File: src/rtl/core2wb_bridge.sv
// Core request/grant/rvalid port to pipelined Wishbone B4 master; responses registered (1 cycle after ack/err).
// Grants throttled to MAX_OUTSTANDING in-flight transactions and held off combinationally by wb_stall.
module core2wb_bridge #(
  parameter int MAX_OUTSTANDING = 2
) (
  input  logic        clk,
  input  logic        rst,
  input  logic        core_req,
  output logic        core_gnt,
  output logic        core_rvalid,
  input  logic        core_we,
  input  logic [3:0]  core_be,
  input  logic [31:0] core_addr,
  input  logic [31:0] core_wdata,
  output logic [31:0] core_rdata,
  output logic        core_err,
  output logic        wb_cyc,
  output logic        wb_stb,
  output logic        wb_we,
  output logic [3:0]  wb_sel,
  output logic [31:0] wb_adr,
  output logic [31:0] wb_dat_o,
  input  logic [31:0] wb_dat_i,
  input  logic        wb_ack,
  input  logic        wb_err,
  input  logic        wb_stall
);

  localparam int            CW      = $clog2(MAX_OUTSTANDING + 1);
  localparam logic [CW-1:0] MAX_CNT = CW'(MAX_OUTSTANDING);

  logic [CW-1:0] cnt_q, cnt_d;
  logic          rvalid_q, rvalid_d;
  logic [31:0]   rdata_q, rdata_d;
  logic          err_q, err_d;

  logic room, busy, issue, retire;

  // Room is judged on the registered count only, so a slot freed by a retire is reusable next cycle.
  assign room     = (cnt_q < MAX_CNT);
  assign busy     = (cnt_q != '0);
  assign wb_stb   = core_req & room;
  assign core_gnt = wb_stb & ~wb_stall;
  assign wb_cyc   = wb_stb | busy;

  assign wb_we    = core_we;
  assign wb_sel   = core_be;
  assign wb_adr   = core_addr;
  assign wb_dat_o = core_wdata;

  assign issue  = core_gnt;
  // Acks arriving with nothing in flight are stray and must not underflow the count.
  assign retire = (wb_ack | wb_err) & busy;

  always_comb begin
    cnt_d    = cnt_q;
    rvalid_d = retire;
    rdata_d  = rdata_q;
    err_d    = err_q;
    if (issue && !retire) begin
      cnt_d = cnt_q + CW'(1);
    end else if (retire && !issue) begin
      cnt_d = cnt_q - CW'(1);
    end
    if (retire) begin
      rdata_d = wb_dat_i;
      err_d   = wb_err;
    end
  end

  always_ff @(posedge clk or posedge rst) begin
    if (rst) begin
      cnt_q    <= '0;
      rvalid_q <= 1'b0;
      rdata_q  <= '0;
      err_q    <= 1'b0;
    end else begin
      cnt_q    <= cnt_d;
      rvalid_q <= rvalid_d;
      rdata_q  <= rdata_d;
      err_q    <= err_d;
    end
  end

  assign core_rvalid = rvalid_q;
  assign core_rdata  = rdata_q;
  assign core_err    = err_q;

endmodule

File: config.mk
export PLATFORM = sky130hd
export DESIGN_NAME = core2wb_bridge
export DESIGN_NICKNAME = d
export VERILOG_FILES = /design/src/rtl/core2wb_bridge.sv
export SDC_FILE = /design/constraint.sdc
export NUM_CORES = 1
export LEC_CHECK = 0
export CAP_MARGIN = 10
export CORE_UTILIZATION = 29
export DETAILED_ROUTE_END_ITERATION = 8
export GPL_ROUTABILITY_DRIVEN = 0
export PLACE_DENSITY_LB_ADDON = 0.3
export SLEW_MARGIN = 40
export SYNTH_ARGS = -nofsm -noshare
export SYNTH_HDL_FRONTEND = slang
export SYNTH_SLANG_ARGS = --single-unit
File: constraint.sdc
create_clock -name clk -period 2.2 [get_ports clk]
set_clock_uncertainty 0.1 [all_clocks]
set_input_delay 0.44 -clock clk [delete_from_list [all_inputs] [get_ports clk]]
set_output_delay 0.44 -clock clk [all_outputs]
set_load 0.005 [all_outputs]
==> metrics.md <==
| Metric | Value |
|---|---|
| Most common cell after layout, fill and taps aside | `clkdlybuf4s50_1` |
| Final setup vio count | `0` |
| Reg2Reg Depth | `6` |
| Worst Path Max Fanout | `2` |
| WL/cell | `13.3 um` |
| Row count | `30` |
| Clock transition at path regs | `60 ps` |
| Slew Viols, Final | `0` |
| Setup Buffers After CTS | `0` |
| I/O Buffers | `74` |
| DR vias/cell | `4.06` |
| Worst min-delay path class | `flip-flop to flip-flop` |
| Die area | `7360 um^2` |
| Part of the power in the clock network | `16.1%` |
| Sequential Power Share | `37.1%` |
| DRC viols | `0` |
| Skew-Pair Late Insertion Delay | `270 ps` |
| Die Y | `85.8 um` |
| Placed Area | `2380 um^2` |
| Largest net degree at the start of global routing | `37` |
| Design Power | `0.00305 W` |
| # nets final | `276` |
| Maxcap violations | `0` |
| Synth top area share | `44.2%` |
| TritonCTS clock tree | `done` |
| Switch share | `26.3%` |
| Fillers | `660` |
| Hold Path Depth | `2` |
| Worst Hold End | `core_err` |
| Setup_tns | `0 ps` |
| IR Drop Worst-Case VDD | `337 uV` |
| PnR worst setup slack | `53.7 ps` |
| Logic gate share of total power | `46.7%` |
| Synthesis Warnings | `0` |
| Top cells by area, synth | `dfrtp_1 44%, buf_4 25%, mux2_4 21%, buf_6 2.2%, mux2_2 2.2%` |
| CP Launch Type | `input pin` |
| Flop-to-flop setup slack | `460 ps` |
| Number of distinct library cells after synthesis | `16` |
| Ant. Diodes | `0` |
| Psw | `0.000802 W` |
| Total CTS buffers | `5` |
| Final Hold Fails | `0` |
| FF-to-FF Start | `cnt_q[1]` |
| Share of cells above drive strength 1 | `26.8%` |
| Worst Max-Slew Pin Slew | `462 ps` |
| CTS Root Cell | `clkbuf_8` |
| Synth area leader | `dfrtp_1` |
| WL final | `3.50 mm` |
| Tcrit/Tclk final | `97.6%` |
| Most frequent cells in the layout | `73 x clkdlybuf4s50_1, 36 x dfrtp_1, 28 x mux2_4, 7 x clkbuf_8, 4 x mux2_2` |
| Vias in the first global route | `1079` |
| Slew HR | `69.2%` |
| Total GRT Usage | `9.83%` |
| Tmin final | `2150 ps` |
| Post-Syn Instances | `156` |
| GR Overflow Total | `0` |
| Initial antenna violation count | `0` |
| Reg-to-reg endpoint | `cnt_q[1]` |
| H-tree depth | `2` |
| Starting Density | `30.0%` |
| DP Worst Slack | `-69.7 ps` |
| I/O pin count | `213` |
| Synth-to-Final Area Change | `21.5%` |
| CTS sink count | `36` |
| CP endpoint kind | `output port` |
| Max clock buf depth | `2` |
| Final Non-Filler Cells | `264` |
| Routed Antenna Nets | `0` |
| Hold_sp | `core_err` |
| Post-synthesis register bit count | `36` |
| Arrival @ worst endpoint | `1610 ps` |
| Syn nets | `264` |
| P_int | `0.00225 W` |
| Status | `completed` |
| Pwr dens | `1230 nW/um^2` |
| Critical path class | `input pin to output port` |
| Die Wd | `85.8 um` |
| Sequential share of the synthesized area | `44.2%` |
| DR iter-0 viols | `8` |
| CP startpoint | `core_req` |
| Hold_buf cts | `0` |
| Worst EP required | `1660 ps` |
| Final HPWL DP | `2.54 mm` |
| LEAKAGE | `1.08 nW` |
| Maximum operating frequency | `466 MHz` |
| Final instance area | `2470 um^2` |
| Pre-antenna DRT Iters | `2` |
| Post-Syn Area per Cell | `13.1 um^2` |
| Core area | `6790 um^2` |
| Placed cells | `257` |
| First-pass GRT wire length | `5.42 mm` |
| DR vias | `1071` |
| Post-CTS sizing | `2` |
| Netlist Area Pre-Place | `2040 um^2` |
| RSZ-0062 raised after global routing | `no` |
==> state kept, by name, summed over array words and instances, names as in the netlist <==
signal,flops
cnt_q,2
core_rdata,32
core_rvalid,1
core_err,1
==> worst max-delay path, stage by stage <==
cell	delay, ps
clkdlybuf4s50_1	410
or3_1	300
clkdlybuf4s50_1	450
==> synthesized netlist by cell type <==
library cell,count
mux2_2,4
o22ai_4,1
nor2_1,1
xor2_1,2
and2b_1,1
buf_6,4
ha_1,1
nand2_1,2
inv_1,2
o21ai_0,2
dfrtp_1,36
xnor2_1,1
mux2_4,28
buf_4,69
or3_1,1
nor2b_1,1
==> cell type report <==
class,instances,area [um^2],share of cell area (%)
sequential,36,901,36.4
tap,96,120,4.85
timing repair buffer,78,782,31.6
clock buffer,7,96.3,3.89
multi-input combinational,45,568,23.0
inverter,2,7.51,0.303
==> how the worst max path moves through the flow <==
stage | endpoint | slack [ps] | cells past startpoint
final | wb_cyc | 50 | 3
after floorplan | cnt_q[1] | 590 | 6
after detailed placement | core_gnt | -70 | 4
after global routing | wb_cyc | 1 | 2
after global placement | core_gnt | -50 | 4
after CTS | wb_cyc | 40 | 2
==> cell families after synthesis <==
| group | after synthesis | share of synthesized area (%) |
|---|---|---|
| compound gates | 3 | 1.47 |
| mux | 32 | 22.8 |
| fa+ha+maj | 1 | 0.614 |
| simple gates | 6 | 1.54 |
| buf+inv | 75 | 28.0 |
| flops | 36 | 44.2 |
| xor+xnor | 3 | 1.29 |
==> power groups by stage <==
stage	registers, W	logic [W]	clock network (W)
4_1_cts	0.00114	0.00145	0.000526
3_3_place_gp	0.00114	0.00144	0
6_report	0.00113	0.00143	0.000493
3_5_place_dp	0.00114	0.00145	0
2_1_floorplan	0.00114	0.000830	0
5_1_grt	0.00118	0.00153	0.000547
==> per-stage QoR <==
stage,util (%),hold slack [ps]
after floorplan,-,360
after global placement,35.0,362
after detailed placement,35.0,365
after CTS,36.4,381
after global routing,36.4,413
final,36.4,370
==> layer usage <==
| metal | vias up | part of all wire (%) | GRT usage [%] |
|---|---|---|---|
| li1 | 456 | - | - |
| met1 | 504 | 40 | 11.2 |
| met2 | 85 | 44 | 14.3 |
| met3 | 26 | 11 | 4.72 |
| met4 | 0 | 4.3 | 7.27 |
| met5 | - | 0 | 0 |
No activity file was read; power rests on OpenSTA's default activity.
